## src/rtl/ram_pkg.sv

```systemverilog
// ram_pkg
// Shared constants and types for the 64x8 dual-port RAM test path.
// Both the write controller and the downstream read stage import this so the
// frame depth and the RAM geometry can never drift apart.
//   DEPTH    : words per frame, always 2**AW
//   AW / DW  : RAM address / data width
//   LAST_IDX : address of the final word of a frame
//   wr_state_t : write-controller state encoding
package ram_pkg;

  localparam int AW    = 6;
  localparam int DW    = 8;
  localparam int DEPTH = 64;

  // Both counters wrap to zero on their own after this value because
  // DEPTH == 2**AW, so no explicit clear is needed at phase ends.
  localparam logic [AW-1:0] LAST_IDX = AW'(DEPTH - 1);

  typedef enum logic [1:0] {
    IDLE = 2'd0,
    FILL = 2'd1,
    READ = 2'd2,
    DONE = 2'd3
  } wr_state_t;

endpackage

```

## src/rtl/ram_wr_ctrl_if.sv

```systemverilog
// ram_wr_ctrl_if
// Bundles the source handshake, the RAM port-A write bus and the status
// outputs of the write controller.
//   start       : one-cycle frame request
//   src_valid / src_data / src_ready : byte source handshake
//   ram_wr_en / ram_wr_addr / ram_wr_data : registered RAM write port
//   ram_rd_flag : contiguous read window for the read stage
//   busy / done / frame_cnt : status
// Modports:
//   master : the side that issues requests and bytes and observes status
//   slave  : the write controller itself
interface ram_wr_ctrl_if;
  import ram_pkg::*;

  logic          start;
  logic          src_valid;
  logic [DW-1:0] src_data;
  logic          src_ready;
  logic          ram_wr_en;
  logic [AW-1:0] ram_wr_addr;
  logic [DW-1:0] ram_wr_data;
  logic          ram_rd_flag;
  logic          busy;
  logic          done;
  logic [15:0]   frame_cnt;

  modport master (
    output start, src_valid, src_data,
    input  src_ready, ram_wr_en, ram_wr_addr, ram_wr_data,
    input  ram_rd_flag, busy, done, frame_cnt
  );

  modport slave (
    input  start, src_valid, src_data,
    output src_ready, ram_wr_en, ram_wr_addr, ram_wr_data,
    output ram_rd_flag, busy, done, frame_cnt
  );

endinterface

```

## src/rtl/ram_wr_ctrl.sv

```systemverilog
// ram_wr_ctrl
// Write-side controller of the RAM test path. Takes one frame of DEPTH bytes
// from a valid/ready source, writes them to RAM addresses 0..DEPTH-1, then
// holds ram_rd_flag high for exactly DEPTH cycles so the read stage sweeps the
// RAM once, pulses done and returns to idle.
// Ports:
//   clk   : rising-edge clock
//   rst_n : synchronous active-low reset
//   bus   : ram_wr_ctrl_if.slave (handshake, RAM write port, status)
module ram_wr_ctrl
  import ram_pkg::*;
(
  input  logic           clk,
  input  logic           rst_n,
  ram_wr_ctrl_if.slave   bus
);

  wr_state_t     state_q, state_d;
  logic [AW-1:0] wr_idx_q, wr_idx_d;
  logic [AW-1:0] rd_cnt_q, rd_cnt_d;
  logic          wr_en_q, wr_en_d;
  logic [AW-1:0] wr_addr_q, wr_addr_d;
  logic [DW-1:0] wr_data_q, wr_data_d;
  logic [15:0]   frame_cnt_q, frame_cnt_d;
  logic          ready;
  logic          accept;

  // Status outputs come straight from the state register so that nothing
  // downstream sees a combinational path from the source inputs.
  assign ready           = (state_q == FILL);
  assign accept          = ready & bus.src_valid;

  assign bus.src_ready   = ready;
  assign bus.ram_rd_flag = (state_q == READ);
  assign bus.busy        = (state_q != IDLE);
  assign bus.done        = (state_q == DONE);
  assign bus.ram_wr_en   = wr_en_q;
  assign bus.ram_wr_addr = wr_addr_q;
  assign bus.ram_wr_data = wr_data_q;
  assign bus.frame_cnt   = frame_cnt_q;

  // State and datapath registers. Reset abandons any partial frame; the RAM
  // itself is never cleared.
  always_ff @(posedge clk) begin
    if (!rst_n) begin
      state_q     <= IDLE;
      wr_idx_q    <= '0;
      rd_cnt_q    <= '0;
      wr_en_q     <= 1'b0;
      wr_addr_q   <= '0;
      wr_data_q   <= '0;
      frame_cnt_q <= '0;
    end else begin
      state_q     <= state_d;
      wr_idx_q    <= wr_idx_d;
      rd_cnt_q    <= rd_cnt_d;
      wr_en_q     <= wr_en_d;
      wr_addr_q   <= wr_addr_d;
      wr_data_q   <= wr_data_d;
      frame_cnt_q <= frame_cnt_d;
    end
  end

  // Next-state and datapath logic. Each accepted byte becomes a RAM write on
  // the following cycle; the write address/data hold their last value when
  // no write is issued, only the enable drops.
  always_comb begin
    state_d     = state_q;
    wr_idx_d    = wr_idx_q;
    rd_cnt_d    = rd_cnt_q;
    wr_en_d     = 1'b0;
    wr_addr_d   = wr_addr_q;
    wr_data_d   = wr_data_q;
    frame_cnt_d = frame_cnt_q;

    unique case (state_q)
      IDLE: begin
        if (bus.start) begin
          state_d  = FILL;
          wr_idx_d = '0;
          rd_cnt_d = '0;
        end
      end
      FILL: begin
        if (accept) begin
          wr_en_d   = 1'b1;
          wr_addr_d = wr_idx_q;
          wr_data_d = bus.src_data;
          wr_idx_d  = wr_idx_q + 1'b1;
          if (wr_idx_q == LAST_IDX) begin
            state_d = READ;
          end
        end
      end
      READ: begin
        // The window must stay contiguous: the read stage restarts at
        // address 0 whenever the flag is low.
        rd_cnt_d = rd_cnt_q + 1'b1;
        if (rd_cnt_q == LAST_IDX) begin
          state_d = DONE;
        end
      end
      DONE: begin
        frame_cnt_d = frame_cnt_q + 16'd1;
        state_d     = IDLE;
      end
      default: begin
        state_d = IDLE;
      end
    endcase
  end

endmodule

```

## src/flat_wrapper.sv

```systemverilog
// flat-port wrapper written by rule: the top's interface ports become plain ports
module ram_wr_ctrl_flat import ram_pkg::*;
  (clk, rst_n, bus_start, bus_src_valid, bus_src_data, bus_src_ready, bus_ram_wr_en, bus_ram_wr_addr, bus_ram_wr_data, bus_ram_rd_flag, bus_busy, bus_done, bus_frame_cnt);
  ram_wr_ctrl_if bus_i ();
  input  logic clk;
  input  logic rst_n;
  input wire logic [$bits(bus_i.start)-1:0] bus_start;
  input wire logic [$bits(bus_i.src_valid)-1:0] bus_src_valid;
  input wire logic [$bits(bus_i.src_data)-1:0] bus_src_data;
  output wire logic [$bits(bus_i.src_ready)-1:0] bus_src_ready;
  output wire logic [$bits(bus_i.ram_wr_en)-1:0] bus_ram_wr_en;
  output wire logic [$bits(bus_i.ram_wr_addr)-1:0] bus_ram_wr_addr;
  output wire logic [$bits(bus_i.ram_wr_data)-1:0] bus_ram_wr_data;
  output wire logic [$bits(bus_i.ram_rd_flag)-1:0] bus_ram_rd_flag;
  output wire logic [$bits(bus_i.busy)-1:0] bus_busy;
  output wire logic [$bits(bus_i.done)-1:0] bus_done;
  output wire logic [$bits(bus_i.frame_cnt)-1:0] bus_frame_cnt;
  assign bus_i.start = bus_start;
  assign bus_i.src_valid = bus_src_valid;
  assign bus_i.src_data = bus_src_data;
  assign bus_src_ready = bus_i.src_ready;
  assign bus_ram_wr_en = bus_i.ram_wr_en;
  assign bus_ram_wr_addr = bus_i.ram_wr_addr;
  assign bus_ram_wr_data = bus_i.ram_wr_data;
  assign bus_ram_rd_flag = bus_i.ram_rd_flag;
  assign bus_busy = bus_i.busy;
  assign bus_done = bus_i.done;
  assign bus_frame_cnt = bus_i.frame_cnt;
  ram_wr_ctrl u_core (.clk(clk), .rst_n(rst_n), .bus(bus_i));
endmodule
```

## config.mk

```make
export PLATFORM = sky130hd
export DESIGN_NAME = ram_wr_ctrl_flat
export DESIGN_NICKNAME = d
export VERILOG_FILES = /design/src/rtl/ram_pkg.sv /design/src/rtl/ram_wr_ctrl_if.sv /design/src/rtl/ram_wr_ctrl.sv /design/src/flat_wrapper.sv
export SDC_FILE = /design/constraint.sdc
export NUM_CORES = 1
export LEC_CHECK = 0
export CAP_MARGIN = 20
export CORE_MARGIN = 4
export CORE_UTILIZATION = 49
export DETAILED_ROUTE_END_ITERATION = 10
export PLACE_DENSITY_LB_ADDON = 0.08
export SLEW_MARGIN = 20
export SYNTH_ARGS = -nofsm -noshare
export SYNTH_HDL_FRONTEND = slang
export SYNTH_SLANG_ARGS = --single-unit
```

## constraint.sdc

```tcl
create_clock -name clk -period 4.8 [get_ports clk]
set_clock_uncertainty 0.15 [all_clocks]
set_input_delay 0.48 -clock clk [delete_from_list [all_inputs] [get_ports clk]]
set_output_delay 0.48 -clock clk [all_outputs]
set_load 0.02 [all_outputs]
```

Yosys cells after proc, flatten, opt, wreduce, memory -nomap -nowiden
Cells that the tools add are included.
{"block": "classes", "addsub": 3, "eq_ne": 9, "n_mux": 10, "bitwise_logic": 1, "reduce_logical": 9}
{"cell": "one-hot mux 6 bit (2 select lines)", "n": 2}
{"cell": "adder 16 x 1 -> 16 bit (second input constant)", "n": 1}
{"cell": "adder 6 x 1 -> 6 bit (second input constant)", "n": 2}
{"cell": "== test 6 bit (second input constant)", "n": 2}
{"cell": "two-way mux 6 bit", "n": 2}
{"cell": "two-way mux 2 bit", "n": 4}
{"cell": "one-hot mux 2 bit (4 select lines)", "n": 1}
{"cell": "!= test 2 bit (second input constant)", "n": 3}
{"cell": "AND reduction 2 bit", "n": 3}
{"cell": "nonzero test 2 bit", "n": 3}
{"cell": "== test 2 bit (second input constant)", "n": 2}
{"cell": "AND reduction 4 bit", "n": 1}
{"cell": "AND reduction 3 bit", "n": 1}
{"cell": "== test 2 x 1 -> 1 bit (second input constant)", "n": 1}
{"cell": "logical NOT 2 bit", "n": 1}
{"cell": "!= test 2 x 1 -> 1 bit (second input constant)", "n": 1}
{"cell": "bitwise AND 1 bit", "n": 1}
{"cell": "two-way mux 1 bit", "n": 1}
{"block": "totals", "reg_bits": 45, "wordCells": 39}

Depth between registers and ports, before layout
Gate-level depths: netlist (run 1).
{"block": "logic_depth", "word_depth": 4, "mapped_depth": 7, "mapped_depth_nobuf": 6}

Least setup slack after synthesis (run 1)
OpenSTA, ideal clock, no wires.
{"block": "synth_path", "kind": "register to register", "from": "register u_core.state_q[1]", "to": "register u_core.frame_cnt_q[15], in the netlist u_core.bus.frame_cnt[15]", "setup_time_ns": 0.072, "arrival_ns": 1.557, "required_time_ns": 4.578, "path_slack_ns": 3.021, "path_stages_with_launch": 6, "path_buffers": 0, "synth_period_minus_slack_ns": 1.779, "path_cell_list": "dfxtp_1 > ha_1 > nand4_2 > nor3_2 > nor3b_2 > mux2i_1"}
{"block": "synth_via", "elab_chain_len": 1}
{"item": "from (decl)", "line_no": "ram_wr_ctrl.sv:18", "rtl": "wr_state_t state_q, state_d;"}
{"item": "from (signal assigned)", "line_no": "ram_wr_ctrl.sv:54", "rtl": "state_q <= state_d;"}
{"item": "== test 2 bit"}
{"item": "named net bus_done", "line_no": "flat_wrapper.sv:16", "rtl": "output wire logic [$bits(bus_i.done)-1:0] bus_done;"}
{"item": "to (signal assigned)", "line_no": "ram_wr_ctrl.sv:60", "rtl": "frame_cnt_q <= frame_cnt_d;"}
{"item": "to (decl)", "line_no": "ram_wr_ctrl.sv:24", "rtl": "logic [15:0] frame_cnt_q, frame_cnt_d;"}
The timed path passes the listed nets, and every way through them passes these cells.
A chain may end at the register's enable or synchronous reset.

==> results of run 1 <==
## how the worst max path moves through the flow
stage | to | slack (ns) | depth (start not counted)
global placement | u_core.wr_idx_q[4] | 2.34 | 4
floorplan | u_core.bus.frame_cnt[15] | 3.02 | 5
detailed placement | u_core.wr_idx_q[3] | 2.34 | 4
global route | u_core.wr_idx_q[2] | 2.11 | 4
finish | u_core.wr_idx_q[3] | 2.30 | 4
CTS | bus_busy | 2.36 | 4
## metrics by stage
step	cells	hold WS (ns)	power, uW
5_1_grt	329	0.322	1020
6_report	329	0.305	954
3_3_place_gp	321	0.293	713
3_5_place_dp	321	0.297	714
2_1_floorplan	232	0.307	615
4_1_cts	329	0.307	971
## metal layers
layer  track usage [%]  vias up  share of wire [%]
met3              4.85        6                5.2
met5                 0        -                  0
met1              22.4      752                 47
met2              26.4       29                 46
met4              5.22        0                1.4
li1                  -      877                  -
## kinds of logic after synthesis
group / synth area share [%]
xor+xnor: 7.83
compound gates: 9.13
mux: 2.98
buf+inv: 2.86
flops: 44.7
fa+ha+maj: 4.97
simple gates: 27.5
## sequential cells by signal (all words and copies together), names as in the netlist
register                flops
u_core.bus.frame_cnt       16
u_core.bus.ram_wr_addr      6
u_core.bus.ram_wr_data      8
u_core.bus.ram_wr_en        1
u_core.rd_cnt_q             6
u_core.state_q              2
u_core.wr_idx_q             6
## placed cells by master, fill, tap and decap left out, types with 2 or more instances in the layout
| cell type | synthesis | final |
|---|---|---|
| a21oi_1 | 19 | 19 |
| nor2_2 | 2 | 2 |
| ha_1 | 8 | 8 |
| dfxtp_1 | 45 | 45 |
| nand2_1 | 44 | 44 |
| nor2b_1 | 3 | 3 |
| mux2i_1 | 6 | 6 |
| inv_1 | 8 | 7 |
| nor4_2 | 2 | 2 |
| and3_1 | 2 | 2 |
| nand2b_1 | 4 | 4 |
| clkbuf_8 | 0 | 7 |
| nor2_1 | 21 | 21 |
| nor3b_2 | 2 | 2 |
| o21ai_0 | 5 | 5 |
| o21ai_1 | 3 | 3 |
| xor2_1 | 4 | 4 |
| xnor2_1 | 14 | 14 |
| nor4_1 | 3 | 3 |
| nand3_1 | 7 | 7 |
| nor3_1 | 4 | 4 |
| clkdlybuf4s50_1 | 0 | 46 |
| nand4_1 | 3 | 3 |
| or3_1 | 3 | 3 |
## critical path: stages
cell             delay, ns
clkdlybuf4s50_1       0.60
clkinv_1              0.81
a31o_2                0.57
nor2_1                0.11
## cell type report
type / instances / area, um^2 / share of cell area [%]
multi-input combinational: 172 / 1060 / 40.4
sequential: 45 / 901 / 34.5
timing repair buffer: 46 / 460 / 17.6
clock buffer: 7 / 96.3 / 3.69
tap: 50 / 62.6 / 2.40
inverter: 8 / 30.0 / 1.15
clock inverter: 1 / 5.00 / 0.192
## power groups by stage
| stage | sequential (uW) | combinational (uW) | clock (uW) |
|---|---|---|---|
| 2_1_floorplan | 436 | 179 | 0 |
| 3_3_place_gp | 425 | 288 | 0 |
| 3_5_place_dp | 425 | 288 | 0 |
| 4_1_cts | 416 | 292 | 263 |
| 5_1_grt | 422 | 319 | 280 |
| 6_report | 416 | 288 | 251 |
==> metrics.txt, run 1 <==
per-cell routed wire length 11.9 um; Peak VDD IR roughly 220 uV; CP Data Arrival Time 2.58 ns; post-CTS setup buffer count 0; Yosys top cell area share 44.7%; Clock Latency Late Sink 0.29 ns; post-CTS resize count 0; count leader, synth dfxtp_1; Clock power frac 26.3%; Max-cap violations 0; Ys Warns 0; internal power 643 uW; Hold Path End u_core.bus.ram_wr_data[5]; required time of the worst setup path 4.88 ns; 1st-iter DRT viols between 50 and 60; Sum Neg Setup Slack 0 ns; switching share of power 32.7%; share of cells above drive strength 1 6.81%; CTS tree done; Post-synth top flop dfxtp_1; Worst slew margin 35.3%; cts hold-fix bufs 0; H-Tree Depth 2; R2R depth 6; via count approximately 1700; site row count 23; Gate power share 30.1%; Tcrit/Tclk final 52.1%; Num CTS Buffers 5; Bufs on Longest Clock Path 2; Seq pwr share 43.6%; die area 5200 um^2; PnR worst setup slack 2.30 ns; Die Span Y between 70 and 80 um; Max Clk Rate approximately 0.4 GHz; grt ovf 0; Reg-to-Reg Start u_core.state_q[0]; antenna cells 0; drt total wl around 4000 um; Setup Crit Path Kind in2reg; Net Switching between 300 and 400 uW; FF+latch count, synth 45; chip width 72.1 um; pre-CTS setup slack 2.34 ns; hpwl dp 2860 um; Top Ports 47; Max FO, Critical Path 35; Detail Route Antenna Nets 0; Seq/Total Area, Yosys between 40% and 50%; r2r endpoint u_core.rd_cnt_q[5]; final core occ 65.3%; crit start category primary input; synthesized net count 252; Total Routing Usage GR 16.8%; Initial Util just over 50%; Worst setup startpoint rst_n; Post-synth EDFFs 0; most frequent cells after synthesis dfxtp_1, nand2_1, nor2_1, a21oi_1, xnor2_1; gpl congestion between 0.8 and 0.9; final hold viol count 0; finished layout cell area about 2600 um^2; Vias/cell 5.06; Least-Margin Pin Slew 0.965 ns; Synth area leaders dfxtp_1, nand2_1, xnor2_1, ha_1, a21oi_1; post-synthesis area per instance 8.68 um^2; Period minus WS final 2.50 ns; Cells after Synth 232; CORE AREA 4000 um^2; Final Net Count 298; placed inst area 2510 um^2; initial antenna violation count 0; Pleak between 0.0008 and 0.0009 uW; first-pass GRT wire length 7020 um; port bufs 46; hold_sp u_core.bus.ram_wr_data[5]; largest net degree at the start of global routing 36; Worst Hold Path Cells 2; Pins Over Slew Limit 0; clk root buf clkbuf_8; FF-to-FF setup slack 2.80 ns; PD cells 366 nW/um^2; Mapped Area ~2000 um^2; synth unique cells 38; clock slew at reported path FFs about 0.08 ns; CP endpoint kind register; status finished clean; worst hold path class reg2reg; leading area contributor after synthesis dfxtp_1; vias in the first global route 1561; # clock sinks 45; Async SR Flop Fraction 0%; Filler Cell Count around 340; drc violations 0; Area Overhead vs Synth 29.6%; Pre-Repair DR Iteration Count 4; final setup vio count 0; RSZ-0062 raised after global routing false
(Power assumes the default switching activity.)
==> run 2, diff against run 1 <==
--- a/config.mk
+++ b/config.mk
@@ -7,7 +7,7 @@
 export LEC_CHECK = 0
 export CAP_MARGIN = 20
 export CORE_MARGIN = 4
-export CORE_UTILIZATION = 49
+export CORE_UTILIZATION = 44
 export DETAILED_ROUTE_END_ITERATION = 10
 export PLACE_DENSITY_LB_ADDON = 0.08
 export SLEW_MARGIN = 20
==> constraint.sdc (replaced) <==
create_clock -name clk -period 2 [get_ports clk]
set_clock_uncertainty 0.15 [all_clocks]
set_input_delay 0.2 -clock clk [delete_from_list [all_inputs] [get_ports clk]]
set_output_delay 0.2 -clock clk [all_outputs]
set_load 0.02 [all_outputs]
==> run 2 against run 1 <==
  * Die area is 10% higher
  * Register-to-register slack worse by 2.6 ns
  * Setup slack worse by 2.1 ns
  * Sequential power is 140% higher
  * Core utilization is 4.8 points lower
  * Sequential share of layout area is 0.52 points lower
  * Non-clock buffer count is 6 higher
  * Global-route usage is 1.4 points lower
  * Via count is 1.9% higher
  * Worst hold slack worse by 0.0055 ns
  * Largest cell class unchanged
  * Highest routed layer unchanged
==> metrics.txt, run 2 (synthesis results as in run 1) <==
drc violations 0 (unchanged); cell family with most CP delay buffers and inverters (unchanged); Bufs and invs on worst path 3 (was 2); Max-cap violations 0 (unchanged); worst hold path class in2reg (was reg2reg); final setup vio count 0 (unchanged); Area Overhead vs Synth 31.6% (was 29.6%); crit start category register (was primary input); most common cell after layout, fill and taps aside dfxtp_1 (was clkdlybuf4s50_1); Die Span Y 75.7 um (was 72.1 um); 1st-iter DRT viols 69 (was 57); hpwl dp 2960 um (was 2860 um); most used cell, CP inv_1; CP max stage delay 0.37 ns (was 0.81 ns); Tcrit/Tclk final 91.4%; final hold viol count 0 (unchanged); gpl congestion 0.818 (was 0.812); initial antenna violation count 0 (unchanged); r2r endpoint u_core.rd_cnt_q[3] (was u_core.rd_cnt_q[5]); CORE AREA 4380 um^2 (was 4000 um^2); met1 Usage GRT 19.3% (was 22.4%); Vias/cell 5.03 (was 5.06); CTS tree done (unchanged); Bufs on Longest Clock Path 2 (unchanged); post-CTS setup buffer count 0 (unchanged); Placed Instances 329 (was 321); Max Clk Rate 0.547 GHz; Detail Route Antenna Nets 0 (unchanged); Hold Path End u_core.bus.ram_wr_data[6] (was u_core.bus.ram_wr_data[5]); max reg flops 16 (unchanged); Pins Over Slew Limit 0 (unchanged); grt met3 use 4.09% (was 4.85%); Peak VDD IR 518 uV (was 223 uV); RSZ-0062 raised after global routing false (unchanged); site row count 24 (was 23); clk root buf clkbuf_8 (unchanged); per-cell routed wire length 12.1 um (was 11.9 um); antenna cells 0 (unchanged); largest net degree at the start of global routing 32 (was 36); status finished clean (unchanged); port bufs 46 (unchanged); die area 5720 um^2 (was 5200 um^2); hold_sp bus_src_data[6] (was u_core.bus.ram_wr_data[5]); # clock sinks 45 (unchanged); Filler Cell Count 411 (was 335); first-pass GRT wire length 6820 um (was 7020 um); clock slew at reported path FFs 0.08 ns (about the same); via count 1695 (was 1664); CP endpoint kind output pin (was register); Worst Hold Path Cells 3 (was 2); GRT met2 Usage 25.3% (was 26.4%); CP cell instances inv_1, ha_1, inv_1, dlygate4sd2_1 (was clkdlybuf4s50_1, clkinv_1, a31o_2, nor2_1); Total Routing Usage GR 15.5% (was 16.8%); most frequent cells in the layout dfxtp_1, nand2_1, clkdlybuf4s50_1 (was clkdlybuf4s50_1, dfxtp_1, nand2_1); Clock Latency Late Sink 0.29 ns (about the same); R2R depth 6 (unchanged); required time of the worst setup path 1.65 ns (was 4.88 ns); drt total wl 4070 um (was 3930 um); Initial Util 45.9% (was 50.4%); FF-to-FF setup slack 0.23 ns (was 2.80 ns); Worst slew margin 67.3% (was 35.3%); chip width 75.7 um (was 72.1 um); Pre-Repair DR Iteration Count 4 (unchanged); H-Tree Depth 2 (unchanged); Max FO, Critical Path 6 (was 35); slowest CP cell dfxtp_1 (was clkinv_1); vias in the first global route 1584 (was 1561); Period minus WS final 1.83 ns; Top Ports 47 (unchanged); Final Net Count 304 (was 298); share of cells above drive strength 1 8.42% (was 6.81%); cts hold-fix bufs 0 (unchanged); Reg-to-Reg Start u_core.state_q[0] (unchanged); CP Data Arrival Time 1.48 ns (was 2.58 ns); PD cells 847 nW/um^2 (was 366 nW/um^2); Least-Margin Pin Slew 0.489 ns (was 0.965 ns); Setup Crit Path Kind reg2out (was in2reg); Sum Neg Setup Slack 0 ns (unchanged); gr busiest metal met2 (unchanged); fin cells 337 (was 329); Pleak 0.000953 uW (was 0.000896 uW); Num CTS Buffers 5 (unchanged); grt ovf 0 (unchanged)
run 2: changes by cell type in the layout (fill, tap and decap cells not counted):
cell,before,now
dlygate4sd2_1,0,3
clkinv_2,1,2
clkbuf_8,7,5
clkinv_1,1,0
buf_12,0,1
dlymetal6s2s_1,0,1
buf_4,0,5
clkdlybuf4s50_1,46,42
clkbuf_1,0,1
inv_1,7,8
run 2: power by group:
| group | internal [uW] | switching [uW] |
|---|---|---|
| combinational | 295 | 424 |
| sequential | 953 | 44.1 |
| clock | 242 | 286 |
| total | 1490 | 754 |
run 2: worst min-delay path, stage by stage:
cell and delay [ns]:
clkdlybuf4s50_1 0.40, nand2_1 0.05, a21oi_1 0.05
run 2: stage by stage:
step / hold WS, ns / worst slack, ns / util (%) / total power (uW) / area, um^2
5_1_grt: 0.294 / 0.0592 / 60.5 / 2390 / 2650
2_1_floorplan: 0.186 / 0.221 / - / 1480 / 2010
3_5_place_dp: 0.295 / 0.230 / 58.6 / 1760 / 2570
6_report: 0.299 / 0.172 / 60.5 / 2240 / 2650
4_1_cts: 0.294 / 0.0183 / 60.4 / 2280 / 2650
3_3_place_gp: 0.292 / 0.233 / 58.6 / 1760 / 2570
run 2: how the worst max path moves through the flow:
stage	startpoint	endpoint	depth (start not counted)
after floorplan	u_core.state_q[1]	u_core.bus.frame_cnt[15]	5
after global placement	u_core.state_q[0]	bus_busy	4
after detailed placement	u_core.state_q[0]	bus_busy	4
after CTS	u_core.state_q[1]	bus_done	2
after global routing	u_core.state_q[1]	bus_busy	4
final	u_core.state_q[0]	bus_busy	4
run 2: routing by layer:
metal / vias to the layer above / wire length [um]
met5: - / 0
met4: 0 / 47
met3: 4 / 204
met2: 39 / 1870
met1: 766 / 1940
li1: 886 / -
run 2: what timing repair did:
item,4_1_cts,5_1_grt
gates resized for setup,3,1
endpoints found under the setup margin,3,1
endpoints found under the hold margin,0,0
run 2: cell type report:
| class | instances | area, um^2 | share of cell area [%] |
|---|---|---|---|
| Multi-Input combinational cell | 172 | 1060 | 39.8 |
| Clock inverter | 2 | 10.0 | 0.378 |
| Sequential cell | 45 | 901 | 34.0 |
| Inverter | 8 | 30.0 | 1.13 |
| Timing Repair Buffer | 52 | 517 | 19.5 |
| Clock buffer | 6 | 72.6 | 2.74 |
| Tap cell | 52 | 65.1 | 2.45 |
